**src/rtl/trail_collision.sv**
```systemverilog
// trail_collision: once per frame tick, looks at the cell each bike is about to enter.
// A hit is any of: the cell is off the 224x224 arena, the cell is already marked
// in the trail buffer, or both bikes are entering the same cell.
// Hits are ORed into sticky per-bike flags.
// Ports:
//   Clk, Reset          system clock; asynchronous active-low reset
//   frame_clk           frame tick, asynchronous to Clk
//   Game_State          3'b010 = playing; any other value aborts and clears
//   Blue_*/Red_*        bike head cell coordinates and heading
//   rd_addr, re         trail-buffer read request; rd_data returns one Clk later
//   rd_data             trail-buffer word
//   busy                a check is in progress
//   collision_blue/red  sticky collision flags
//   done                one-cycle pulse when a check completes
module trail_collision (
    input  logic        Clk,
    input  logic        Reset,
    input  logic        frame_clk,
    input  logic [2:0]  Game_State,
    input  logic [7:0]  Blue_X,
    input  logic [7:0]  Blue_Y,
    input  logic [7:0]  Red_X,
    input  logic [7:0]  Red_Y,
    input  logic [1:0]  Blue_dir,
    input  logic [1:0]  Red_dir,
    output logic [19:0] rd_addr,
    output logic        re,
    input  logic [15:0] rd_data,
    output logic        busy,
    output logic        collision_blue,
    output logic        collision_red,
    output logic        done
);

    localparam int unsigned ADDR_W   = 20;
    localparam int unsigned COORD_W  = 8;
    localparam int unsigned PROBE_W  = 2 * (COORD_W + 1) + 1;
    localparam int unsigned MAX_CELL = 223;
    localparam logic [2:0]  GS_PLAY  = 3'b010;
    localparam logic [1:0]  FILL_MAX = 2'd3;

    typedef enum logic [3:0] {
        IDLE, LATCH, B_RD0, B_RD1, B_EVAL, R_RD0, R_RD1, R_EVAL, REPORT
    } state_e;

    // Probe cell at 9 bits so that 8-bit wrap lands out of range: {wall, px, py}
    function automatic logic [PROBE_W-1:0] probe(input logic [COORD_W-1:0] x,
                                                 input logic [COORD_W-1:0] y,
                                                 input logic [1:0]         dir);
        logic [COORD_W:0] px;
        logic [COORD_W:0] py;
        logic             wall;
        px = {1'b0, x};
        py = {1'b0, y};
        case (dir)
            2'b00:   py = py - 9'd1;
            2'b01:   py = py + 9'd1;
            2'b10:   px = px - 9'd1;
            default: px = px + 9'd1;
        endcase
        wall = (px > 9'(MAX_CELL)) || (py > 9'(MAX_CELL));
        return {wall, px, py};
    endfunction

    // Word address 2*PX + 1280*PY, 1280 = 1024 + 256
    function automatic logic [ADDR_W-1:0] cell_addr(input logic [COORD_W-1:0] px,
                                                    input logic [COORD_W-1:0] py);
        return (ADDR_W'(px) << 1) + (ADDR_W'(py) << 10) + (ADDR_W'(py) << 8);
    endfunction

    state_e              state_q, state_d;
    logic                sync1_q, sync1_d, sync2_q, sync2_d, prev_q, prev_d;
    logic [1:0]          fill_q, fill_d;
    logic [COORD_W-1:0]  bx_q, bx_d, by_q, by_d, rx_q, rx_d, ry_q, ry_d;
    logic [1:0]          bdir_q, bdir_d, rdir_q, rdir_d;
    logic                bhit_q, bhit_d, rhit_q, rhit_d;
    logic [ADDR_W-1:0]   rd_addr_q, rd_addr_d;
    logic                re_q, re_d, busy_q, busy_d, done_q, done_d;
    logic                coll_b_q, coll_b_d, coll_r_q, coll_r_d;

    logic [PROBE_W-1:0]  blue_live_c, blue_probe_c, red_probe_c;
    logic [ADDR_W-1:0]   blue_addr_c, red_addr_c;
    logic                head_on_c, frame_rise_c, word_occ_c;
    logic                rd_data_unused;

    // Only the two colour nibbles of a trail word mark occupancy
    assign word_occ_c     = (|rd_data[3:0]) || (|rd_data[11:8]);
    assign rd_data_unused = ^{rd_data[15:12], rd_data[7:4]};

    assign blue_live_c  = probe(Blue_X, Blue_Y, Blue_dir);
    assign blue_probe_c = probe(bx_q, by_q, bdir_q);
    assign red_probe_c  = probe(rx_q, ry_q, rdir_q);
    assign blue_addr_c  = cell_addr(blue_probe_c[16:9], blue_probe_c[7:0]);
    assign red_addr_c   = cell_addr(red_probe_c[16:9], red_probe_c[7:0]);
    assign head_on_c    = (blue_probe_c[PROBE_W-2:0] == red_probe_c[PROBE_W-2:0]);

    // Edge detect is held off until the whole synchroniser chain holds real samples,
    // so a frame_clk already high at reset release is not mistaken for an edge
    assign frame_rise_c = (fill_q == FILL_MAX) && sync2_q && !prev_q;

    // State register and all registered outputs
    always_ff @(posedge Clk or negedge Reset) begin
        if (!Reset) begin
            state_q   <= IDLE;
            sync1_q   <= 1'b0;
            sync2_q   <= 1'b0;
            prev_q    <= 1'b0;
            fill_q    <= 2'd0;
            bx_q      <= '0;
            by_q      <= '0;
            rx_q      <= '0;
            ry_q      <= '0;
            bdir_q    <= 2'd0;
            rdir_q    <= 2'd0;
            bhit_q    <= 1'b0;
            rhit_q    <= 1'b0;
            rd_addr_q <= '0;
            re_q      <= 1'b0;
            busy_q    <= 1'b0;
            done_q    <= 1'b0;
            coll_b_q  <= 1'b0;
            coll_r_q  <= 1'b0;
        end else begin
            state_q   <= state_d;
            sync1_q   <= sync1_d;
            sync2_q   <= sync2_d;
            prev_q    <= prev_d;
            fill_q    <= fill_d;
            bx_q      <= bx_d;
            by_q      <= by_d;
            rx_q      <= rx_d;
            ry_q      <= ry_d;
            bdir_q    <= bdir_d;
            rdir_q    <= rdir_d;
            bhit_q    <= bhit_d;
            rhit_q    <= rhit_d;
            rd_addr_q <= rd_addr_d;
            re_q      <= re_d;
            busy_q    <= busy_d;
            done_q    <= done_d;
            coll_b_q  <= coll_b_d;
            coll_r_q  <= coll_r_d;
        end
    end

    // Next state; read requests are registered one state ahead of their slot
    always_comb begin
        state_d   = state_q;
        sync1_d   = frame_clk;
        sync2_d   = sync1_q;
        prev_d    = sync2_q;
        fill_d    = (fill_q == FILL_MAX) ? FILL_MAX : fill_q + 2'd1;
        bx_d      = bx_q;
        by_d      = by_q;
        rx_d      = rx_q;
        ry_d      = ry_q;
        bdir_d    = bdir_q;
        rdir_d    = rdir_q;
        bhit_d    = bhit_q;
        rhit_d    = rhit_q;
        rd_addr_d = '0;
        re_d      = 1'b0;
        done_d    = 1'b0;
        coll_b_d  = coll_b_q;
        coll_r_d  = coll_r_q;

        case (state_q)
            IDLE: begin
                if (frame_rise_c) state_d = LATCH;
            end
            LATCH: begin
                state_d   = B_RD0;
                bx_d      = Blue_X;
                by_d      = Blue_Y;
                rx_d      = Red_X;
                ry_d      = Red_Y;
                bdir_d    = Blue_dir;
                rdir_d    = Red_dir;
                bhit_d    = 1'b0;
                rhit_d    = 1'b0;
                rd_addr_d = cell_addr(blue_live_c[16:9], blue_live_c[7:0]);
                re_d      = 1'b1;
            end
            B_RD0: begin
                state_d   = B_RD1;
                rd_addr_d = blue_addr_c + 20'd1;
                re_d      = 1'b1;
            end
            B_RD1: begin
                state_d = B_EVAL;
                bhit_d  = bhit_q || word_occ_c;
            end
            B_EVAL: begin
                state_d   = R_RD0;
                bhit_d    = bhit_q || word_occ_c;
                rd_addr_d = red_addr_c;
                re_d      = 1'b1;
            end
            R_RD0: begin
                state_d   = R_RD1;
                rd_addr_d = red_addr_c + 20'd1;
                re_d      = 1'b1;
            end
            R_RD1: begin
                state_d = R_EVAL;
                rhit_d  = rhit_q || word_occ_c;
            end
            R_EVAL: begin
                state_d = REPORT;
                rhit_d  = rhit_q || word_occ_c;
            end
            REPORT: begin
                state_d  = IDLE;
                done_d   = 1'b1;
                coll_b_d = coll_b_q || bhit_q || blue_probe_c[PROBE_W-1] || head_on_c;
                coll_r_d = coll_r_q || rhit_q || red_probe_c[PROBE_W-1] || head_on_c;
            end
            default: state_d = IDLE;
        endcase

        // Leaving play aborts any check and clears the flags
        if (Game_State != GS_PLAY) begin
            state_d   = IDLE;
            rd_addr_d = '0;
            re_d      = 1'b0;
            done_d    = 1'b0;
            coll_b_d  = 1'b0;
            coll_r_d  = 1'b0;
        end

        busy_d = (state_d != IDLE);
    end

    assign rd_addr        = rd_addr_q;
    assign re             = re_q;
    assign busy           = busy_q;
    assign done           = done_q;
    assign collision_blue = coll_b_q;
    assign collision_red  = coll_r_q;

endmodule
```
**config.mk**
```make
export PLATFORM = sky130hd
export DESIGN_NAME = trail_collision
export DESIGN_NICKNAME = d
export VERILOG_FILES = /design/src/rtl/trail_collision.sv
export SDC_FILE = /design/constraint.sdc
export NUM_CORES = 1
export LEC_CHECK = 0
export BUFFER_PORTS_ARGS = -buffer_cell sky130_fd_sc_hd__buf_2
export CORE_MARGIN = 2
export CORE_UTILIZATION = 33
export DETAILED_ROUTE_END_ITERATION = 8
export PLACE_DENSITY_LB_ADDON = 0.2
export SLEW_MARGIN = 20
export SYNTH_ARGS = -nofsm -noshare
export SYNTH_HDL_FRONTEND = slang
export SYNTH_SLANG_ARGS = --single-unit
```
**constraint.sdc**
```tcl
create_clock -name Clk -period 4.1 [get_ports Clk]
set_clock_uncertainty 0.05 [all_clocks]
set_input_delay 0.41 -clock Clk [delete_from_list [all_inputs] [get_ports Clk]]
set_output_delay 0.41 -clock Clk [all_outputs]
set_load 0.02 [all_outputs]
```
==> impl_metrics.toml <==
[timing]
worst_pin_slew_ns = 0.954
setup_viol = 0
slew_viol_final = 0
whs_ns = 0.113
fin_crit_ns = 3.75
max_freq_ghz = 0.267
period_share = 0.915
final_hold_viol_count = 0
rsz0062_at_grt = "false"
setup_tns_ns = 0
slew_headroom = 0.364
setup_slack_ns = 0.350

[worst_setup_path]
timing_worst_setup_path_type = "flip-flop to flip-flop"
r2r_start = "bdir_q[1]"
cp_slowest_cell = "or4_1"
critPathMaxStageDelay_ns = 0.48
reg2regPathDepth = 16
crit_chain = "inv_1 > nand2_2 > inv_1 > fa_1 > nand2b_1 > a21oi_1 > or4_1 > a31oi_2 > inv_1 > ha_1 > o41ai_1 > buf_4 > xor2_1 > xnor2_1 > a222oi_1 > nor2_1"
r2r_setup_slack_ns = 0.35
cp_max_fo = 8
crit_path_end_kind = "flip-flop"
critPathArrivalTime_ns = 3.90
crit_top_cell = "inv_1"
r2r-end = "rd_addr[15]"
crit_required_ns = 4.25
worst_setup_path_start_kind = "flip-flop"

[synth]
synth_edf_count = 0
syn_area_um2 = 6290
ys.flop_type = "dfrtp_1"
synthTopCellsByArea = "dfrtp_1, ha_1, nand2_1"
synth_seq_cells = 71
netlist_instances = 781
seq_area_frac_synth = 0.282
synth_area_leader_cell = "dfrtp_1"
syn_nets = 891
ys_types = 83
synth_top_area_frac = 0.282
synth-async-reset-ratio = 1.00
yosysMostFrequentCell = "nand2_1"
synthTopCellsByCount = "nand2_1, dfrtp_1, nor2_1"
yosys_warnings = 0
postSynthAreaPerCell_um2 = 8.06

[pwr]
p_total_w = 0.00444
total_leakage_power_nw = 3.25
max-vdd-ir-drop_mv = 0.210
power.density_nw_per_um2 = 603

[route]
postRouteAntennaNets = 0
drtPass1Iterations = 9
routed_wl_um = 17800
vias_per_cell = 5.35
first_iter_violations = 450
via_count = 5849
drc = 0
wl_per_cell_um = 16.2

[hold_path]
min_to = "sync1_q"
holdCritStartpoint = "frame_clk"
worstHoldPathCells = 1
min-delay-path-class = "input pin to flip-flop"

[placed_design]
dp_hpwl_um = 13500
port_buffers = 73
routabilityCongestion = 0.917
pre_cts_slack_ns = 0.162
dp.cells = 1078

[final_layout]
finalNonFillerCells = 1094
num-nets-final = 965
n_antenna_cell = 0
area_growth_pct = 17.2
drive_above_1_share = 0.171

[cts]
clock_latency_ns = 0.35
ctsHoldBuffers = 0
cts.clk_slew.worst_paths_ns = 0.06
cts_tree = "yes"
cts_sinks = 71
htreeDepth = 3
cts.path.max_buffers = 2
cts_root_buffer = "clkbuf_16"
numCtsBuffers = 9

[floorplanning]
num_rows = 50
die-area_um2 = 20200
coreArea_um2 = 18700
floorplan.initialDensity = 0.336
ios = 83
die_h_um = 142
dieWidth_um = 142

[grt]
antenna_found_initial = 0
grt_first_pass_wirelength_um = 28800
grt_max_degree = 72
grt_pass1_vias = 5511
overflow = 0
grt_usage = 0.183

[flow_run]
max_cap_viol_count = 0

[status]
status = "finished clean"
## worst max-delay path by stage
stage / startpoint / to / slack, ns / cells past startpoint
after floorplan: bdir_q[1] / rd_addr[15] / 0.03 / 16
after global routing: bdir_q[1] / rd_addr[15] / 0.06 / 18
after detailed placement: Blue_dir[1] / rd_addr[17] / 0.16 / 17
after global placement: Blue_dir[1] / rd_addr[17] / 0.20 / 17
final: bdir_q[1] / rd_addr[15] / 0.35 / 16
after CTS: bdir_q[1] / rd_addr[15] / 0.16 / 16
## area by class of cell
class	count	area (um2)
Sequential cell	71	1780
Fill cell	1965	11300
Multi-Input combinational cell	642	4260
Inverter	24	90.1
Clock buffer	9	225
Tap cell	234	293
Clock inverter	7	103
Timing Repair Buffer	107	623
## through the flow
step           cell area [um2]  utilization
6_report                  7370        0.394
3_5_place_dp              7040        0.376
3_3_place_gp              7040        0.376
2_1_floorplan             6290            -
5_1_grt                   7370        0.394
4_1_cts                   7360        0.394
## kinds of logic (layout without fill, tap and decap cells)
logic type                 after synthesis  count (layout)  share of synthesized area
AOI/OAI and AO/OA                      163             163                      0.177
other                                    1               1                   0.000596
DFF                                     71              71                      0.282
and+or+nand+nor                        347             347                      0.273
muxes                                    5               5                    0.00835
adders and majority gates               53              53                      0.109
xor gates and xnor gates                73              73                      0.105
buffers and inverters                   68             147                     0.0449
## cells in the final DEF (no fill, tap or decap), types with 6 or more instances in the layout
cell,n
nand2_1,139
buf_2,72
dfrtp_1,71
nor2_1,53
ha_1,49
xnor2_1,47
o21ai_0,38
a21oi_1,35
buf_4,35
inv_1,24
xor2_1,24
nor3_1,23
nand3_1,21
nand2b_1,17
nor2b_1,16
nor4_1,15
nand4_1,12
a31oi_1,9
clkbuf_16,9
o31ai_1,8
or3_1,8
a222oi_1,8
o21ai_1,6
nor4b_1,6
## critical path: cells and delay by family (launching register included)
kind	cells	cell delay (ns)
AOI/OAI and AO/OA	4	1.12
xor gates and xnor gates	2	0.26
adders and majority gates	2	0.45
buffers and inverters	4	0.47
DFF	1	0.37
and+or+nand+nor	4	0.85
## power by group
| group | total [W] | switching (W) | internal, W | leakage, nW |
|---|---|---|---|---|
| clock | 0.000873 | 0.000333 | 0.000540 | 0.157 |
| sequential | 0.000932 | 0.000138 | 0.000794 | 0.897 |
| combinational | 0.00264 | 0.00147 | 0.00117 | 2.20 |
| total | 0.00444 | 0.00194 | 0.00250 | 3.25 |
## metal layers
| metal | wire, um | GRT usage |
|---|---|---|
| met3 | 832 | 0.0239 |
| met5 | 0 | 0 |
| met2 | 7710 | 0.280 |
| met1 | 8820 | 0.259 |
| met4 | 396 | 0.0758 |
## registers in the layout, summed over array words and instances (netlist names)
register and flops:
rdir_q 2, bhit_q 1, busy 1, rhit_q 1
by_q 8, rx_q 8, prev_q 1, bx_q 8
fill_q 2, collision_red 1, sync1_q 1, state_q 4
rd_addr 19, ry_q 8, bdir_q 2, prev_d 1
re 1, collision_blue 1, done 1
## timing repair
item | 4_1_cts | 5_1_grt
setup buffers | 0 | 0
hold endpoints to repair | 0 | 0
endpoints found under the setup margin | 0 | 3
gates resized for setup | 0 | 3
Power figures use the tool's default switching activity.
